===== src/rtl/wb_pkg.sv =====
// Shared constants and result type for the writeback arbiter and its per-source buffers.
package wb_pkg;
    localparam int SRC_ALU         = 0;
    localparam int SRC_LSU         = 1;
    localparam int SRC_MULDIV      = 2;
    localparam int NUM_SRC_DEFAULT = 3;
    localparam int RN_W_DEFAULT    = 6;
    localparam int DATA_W_DEFAULT  = 64;

    localparam logic [5:0] RN_ZERO = 6'h0;

    typedef struct packed {
        logic [RN_W_DEFAULT-1:0]   rn;
        logic [DATA_W_DEFAULT-1:0] data;
    } wb_result_t;
endpackage


===== src/rtl/wb_slot_fifo.sv =====
// Two-entry result buffer for one execution unit; ready is registered from next-state occupancy.
module wb_slot_fifo
    import wb_pkg::*;
#(
    parameter int RN_W   = RN_W_DEFAULT,
    parameter int DATA_W = DATA_W_DEFAULT
) (
    input  logic              clk,
    input  logic              rst,
    input  logic              push,
    input  logic [RN_W-1:0]   push_rn,
    input  logic [DATA_W-1:0] push_data,
    input  logic              pop,
    output logic [RN_W-1:0]   head_rn,
    output logic [DATA_W-1:0] head_data,
    output logic              nonempty,
    output logic              ready
);
    logic [RN_W-1:0]   rn_q   [2];
    logic [DATA_W-1:0] data_q [2];
    logic              wr_q, rd_q, ready_q;
    logic [1:0]        cnt_q, cnt_d;

    // The producer never pushes at count 2 and the arbiter never pops when empty.
    always_comb cnt_d = cnt_q + {1'b0, push} - {1'b0, pop};

    always_ff @(posedge clk) begin
        if (rst) begin
            cnt_q   <= 2'd0;
            wr_q    <= 1'b0;
            rd_q    <= 1'b0;
            ready_q <= 1'b1;
        end else begin
            cnt_q   <= cnt_d;
            ready_q <= (cnt_d < 2'd2);
            if (push) wr_q <= ~wr_q;
            if (pop)  rd_q <= ~rd_q;
        end
    end

    always_ff @(posedge clk) begin
        if (push) begin
            rn_q[wr_q]   <= push_rn;
            data_q[wr_q] <= push_data;
        end
    end

    assign head_rn   = rn_q[rd_q];
    assign head_data = data_q[rd_q];
    assign nonempty  = (cnt_q != 2'd0);
    assign ready     = ready_q;
endmodule


===== src/rtl/wb_arbiter.sv =====
// Writeback arbiter: per-source result buffers, round-robin pick, registered register-file write port.
module wb_arbiter
    import wb_pkg::*;
#(
    parameter int NUM_SRC = NUM_SRC_DEFAULT,
    parameter int DATA_W  = DATA_W_DEFAULT,
    parameter int RN_W    = RN_W_DEFAULT
) (
    input  logic                      clk,
    input  logic                      rst,
    input  logic [NUM_SRC-1:0]        src_valid,
    output logic [NUM_SRC-1:0]        src_ready,
    input  logic [NUM_SRC*RN_W-1:0]   src_rn,
    input  logic [NUM_SRC*DATA_W-1:0] src_data,
    output logic                      w_en,
    output logic [RN_W-1:0]           w_rn,
    output logic [DATA_W-1:0]         w_data,
    output logic                      busy
);
    localparam int PW = (NUM_SRC > 1) ? $clog2(NUM_SRC) : 1;

    logic [NUM_SRC-1:0] nonempty, pop;
    logic [RN_W-1:0]    head_rn   [NUM_SRC];
    logic [DATA_W-1:0]  head_data [NUM_SRC];
    logic [PW-1:0]      ptr_q, ptr_d, gnt;
    logic               found;
    logic               w_en_q;
    logic [RN_W-1:0]    w_rn_q;
    logic [DATA_W-1:0]  w_data_q;

    for (genvar i = 0; i < NUM_SRC; i++) begin : g_src
        logic [RN_W-1:0] rn_i;
        logic            push_i;
        assign rn_i = src_rn[i*RN_W +: RN_W];
        // Writes to r0 complete the handshake but are dropped before buffering.
        assign push_i = src_valid[i] & src_ready[i] & (rn_i != RN_W'(RN_ZERO));

        wb_slot_fifo #(.RN_W(RN_W), .DATA_W(DATA_W)) u_fifo (
            .clk       (clk),
            .rst       (rst),
            .push      (push_i),
            .push_rn   (rn_i),
            .push_data (src_data[i*DATA_W +: DATA_W]),
            .pop       (pop[i]),
            .head_rn   (head_rn[i]),
            .head_data (head_data[i]),
            .nonempty  (nonempty[i]),
            .ready     (src_ready[i])
        );
    end

    always_comb begin : p_arb
        int idx;
        idx   = 0;
        gnt   = '0;
        found = 1'b0;
        pop   = '0;
        for (int k = 0; k < NUM_SRC; k++) begin
            idx = int'(ptr_q) + k;
            if (idx >= NUM_SRC) idx = idx - NUM_SRC;
            if (!found && nonempty[idx]) begin
                found = 1'b1;
                gnt   = PW'(idx);
            end
        end
        if (found) pop[gnt] = 1'b1;
        ptr_d = ptr_q;
        if (found) ptr_d = (gnt == PW'(NUM_SRC - 1)) ? '0 : gnt + 1'b1;
    end

    always_ff @(posedge clk) begin
        if (rst) begin
            ptr_q    <= '0;
            w_en_q   <= 1'b0;
            w_rn_q   <= '0;
            w_data_q <= '0;
        end else begin
            ptr_q  <= ptr_d;
            w_en_q <= found;
            if (found) begin
                w_rn_q   <= head_rn[gnt];
                w_data_q <= head_data[gnt];
            end
        end
    end

    assign w_en   = w_en_q;
    assign w_rn   = w_rn_q;
    assign w_data = w_data_q;
    assign busy   = (|nonempty) | w_en_q;
endmodule


===== config.mk =====
export PLATFORM = sky130hd
export DESIGN_NAME = wb_arbiter
export DESIGN_NICKNAME = d
export VERILOG_FILES = /design/src/rtl/wb_pkg.sv /design/src/rtl/wb_slot_fifo.sv /design/src/rtl/wb_arbiter.sv
export SDC_FILE = /design/constraint.sdc
export NUM_CORES = 1
export LEC_CHECK = 0
export CAP_MARGIN = 20
export CORE_ASPECT_RATIO = 1.4
export CORE_UTILIZATION = 55
export CTS_CLUSTER_SIZE = 12
export DETAILED_ROUTE_END_ITERATION = 8
export GPL_ROUTABILITY_DRIVEN = 0
export MAX_ROUTING_LAYER = met4
export PLACE_DENSITY_LB_ADDON = 0.05
export SLEW_MARGIN = 20
export SYNTH_ARGS = -nofsm -noshare
export SYNTH_HDL_FRONTEND = slang
export SYNTH_HIERARCHICAL = 1
export SYNTH_SLANG_ARGS = --single-unit
export TNS_END_PERCENT = 10

===== constraint.sdc =====
create_clock -name clk -period 10.3 [get_ports clk]
set_clock_uncertainty 0.1 [all_clocks]
set_input_delay 2.06 -clock clk [delete_from_list [all_inputs] [get_ports clk]]
set_output_delay 2.06 -clock clk [all_outputs]
set_load 0.005 [all_outputs]

==> results.md <==
- Status: finished clean
- Cts hold-fix bufs: 0
- Root buffer cell: clkbuf_16
- Area leader, netlist: edfxtp_1
- Startpoint types: register
- Global route overflow: 0
- Min Tclk post-route: 5340 ps
- Inserted Clock Buffers: 49
- Worst Tran Pin Value: 1130 ps
- I/O Pins: 290
- Rows: 87
- Buf+Inv Stages, Crit Path: 3
- WS Path Type: reg -> reg
- # port buffers: 289
- PostCTS Resize Cnt: 0
- Asr flop ratio synth: 0
- Synth Instances: 1418
- Final hold vios: 0
- Post-synth net total: 1643
- Crit path max-delay cell type: mux2_4
- Setup TNS Final: 0 ps
- DRC viols: 0
- Number of global-route vias before repair: 13399
- Non-filler cells, final: 2265
- Largest net degree at the start of global routing: 105
- Drt pass-1 iters: 5
- Top_reg_cell synth: edfxtp_1
- Worst EP arrival: 5680 ps
- Gr usage total: 0.258
- Layout Cell Area excl Fill: 27100 sq um
- Worst setup EP type: register
- Placed inst area: 25600 sq um
- First-pass GRT wire length: 79200 microns
- TritonCTS clock tree: yes
- Initial Util: 0.559
- HPWL Detailed: 31800 microns
- Synth top area cells: edfxtp_1, mux2_4, dfxtp_1
- RSZ-0062 raised after global routing: no
- Cell mode on critical path: ha_1
- Die Wd: 173 microns
- Setup repair bufs after CTS: 0
- Crit-path max cell delay: 840 ps
- CP Cell Sequence: inv_1 -> ha_1 -> mux2_4 -> mux2_4 -> a211oi_1 -> nor2_4 -> buf_6 -> nand2_1 -> nor2_1 -> ha_1 -> inv_1 -> ha_1 -> xnor2_1 -> mux2_2
- Clock slew at reported path FFs: 60 ps
- Nets: 1911
- Mean Syn Cell Area: 15.9 sq um
- Period utilization: 0.518
- Syn. warnings: 6
- Relative slew margins: 0.246
- DR vias/cell: 5.77
- VDD IR-drop max: 0.186 mV
- Delay-heaviest family, CP: multiplexers
- Crit-path max FO: 104
- Antenna violations before repair: 6
- Post-DRT Antenna Nets: 0
- Top-count cell post-synth: edfxtp_1
- Max clock buf depth: 3
- Die height: 242 microns
- Power per Cell Area: 278 nW/um^2
- Netlist cell types: 42
- Final max-slew violation count: 0
- Clock insertion delay at the later pin of the skew report: 570 ps
- Hold Path Class: reg -> reg
- Share of layout cells above drive strength 1: 0.180
- Number of fill cells: 2886
- Clock Sinks: 511
- Iteration-0 DRC Markers: 849
- Cell count after placement: 2167
- P&R area growth vs syn: 19.9%
- Synthesized cell area: 22600 sq um
- Final Setup Violations: 0
- Htree depth: 2
- DRT Wirelength: 52800 microns
- Die area: 41900 sq um
- Maximum clock rate: 187 MHz
- Post-synth top cells: edfxtp_1, mux2_4, dfxtp_1
- WL per Instance: 23.3 microns
- Leak: 9.67 nW
- Number of synthesized register bits: 511
- Vias: 13074
- Worst hold slack: 345 ps
- Critical Path RT: 10640 ps
- Total of max-cap violations: 0
- Core ar.: 40400 sq um
- Synth top area share: 0.559
- Number of flops mapped to enable cells by yosys: 420
- Post-synthesis sequential area ratio: 0.639
[registers in the layout (all words and copies together), names as in the netlist, named ones only]
| signal | cells |
|---|---|
| ptr_q | 2 |
| g_src.u_fifo/rn_q | 36 |
| g_src.u_fifo/cnt_q | 6 |
| g_src.u_fifo/wr_q | 3 |
| w_en | 1 |
| g_src.u_fifo/data_q | 384 |
| g_src.u_fifo/rd_q | 3 |
| g_src.u_fifo/ready | 3 |
| w_rn | 6 |
| w_data | 64 |
[placed cells by master (no fill, tap or decap), types with 71 or more instances in the layout]
| master | synthesis | layout |
|---|---|---|
| dfxtp_1 | 91 | 88 |
| nand2_1 | 73 | 73 |
| clkdlybuf4s50_1 | 0 | 289 |
| mux2i_1 | 75 | 75 |
| edfxtp_1 | 420 | 420 |
| o21ai_0 | 72 | 72 |
| o21ai_1 | 71 | 71 |
| mux2_4 | 212 | 212 |
[stage by stage]
stage	setup slack (ps)	util	total power, mW
2_1_floorplan	4220	-	5.05
3_3_place_gp	4910	0.632	5.81
3_5_place_dp	4720	0.633	5.89
4_1_cts	4730	0.669	7.56
5_1_grt	4730	0.670	7.89
6_report	4960	0.670	7.52
[tightest hold or removal path, stage by stage, from the launching register on]
cell     delay (ps)
dfxtp_1         310
nand2_1          50
o21ai_1          50
[where the power goes]
| group | internal (mW) | switching [mW] |
|---|---|---|
| combinational | 1.43 | 1.61 |
| sequential | 2.63 | 0.191 |
| clock | 0.934 | 0.726 |
| total | 4.99 | 2.53 |
[worst paths after layout]
| check | from | end | slack (ps) | cells after the start |
|---|---|---|---|---|
| worst max-delay path | ptr_q[1] | g_src[1].u_fifo/cnt_q[1] | 4960 | 14 |
| worst min-delay path | w_data[39] | w_data[39] | 340 | 2 |
| worst max register to register | ptr_q[1] | g_src[1].u_fifo/cnt_q[1] | 4960 | 14 |
| worst min register to register | w_data[39] | w_data[39] | 340 | 2 |
[cells by family after synthesis]
group	after synthesis	share of synthesized area
AO/OA/AOI/OAI	295	0.0908
flip-flops	511	0.639
multiplexers	290	0.176
AND/OR/NAND/NOR	200	0.0472
buffers and inverters	103	0.0379
adder cells (fa/ha/maj)	10	0.00554
XOR/XNOR	9	0.00349
[cell type report]
cell class	count	area, sq um	area share
sequential	511	14400	0.534
multi-input combinational	804	7340	0.271
timing repair buffer	310	3110	0.115
clock buffer	87	1430	0.0529
tap	534	668	0.0247
inverter	10	37.5	0.00139
clock inverter	3	16.3	0.000601
antenna	6	15.0	0.000555
[per-layer routing]
layer / wire length (microns) / up-vias / global-route usage
met4: 1570 / 0 / 0.0807
li1: - / 5949 / -
met3: 2680 / 84 / 0.0360
met5: 0 / - / -
met2: 27100 / 411 / 0.447
met1: 21500 / 6630 / 0.313
Note: power is estimated with default switching activity, not from simulation.
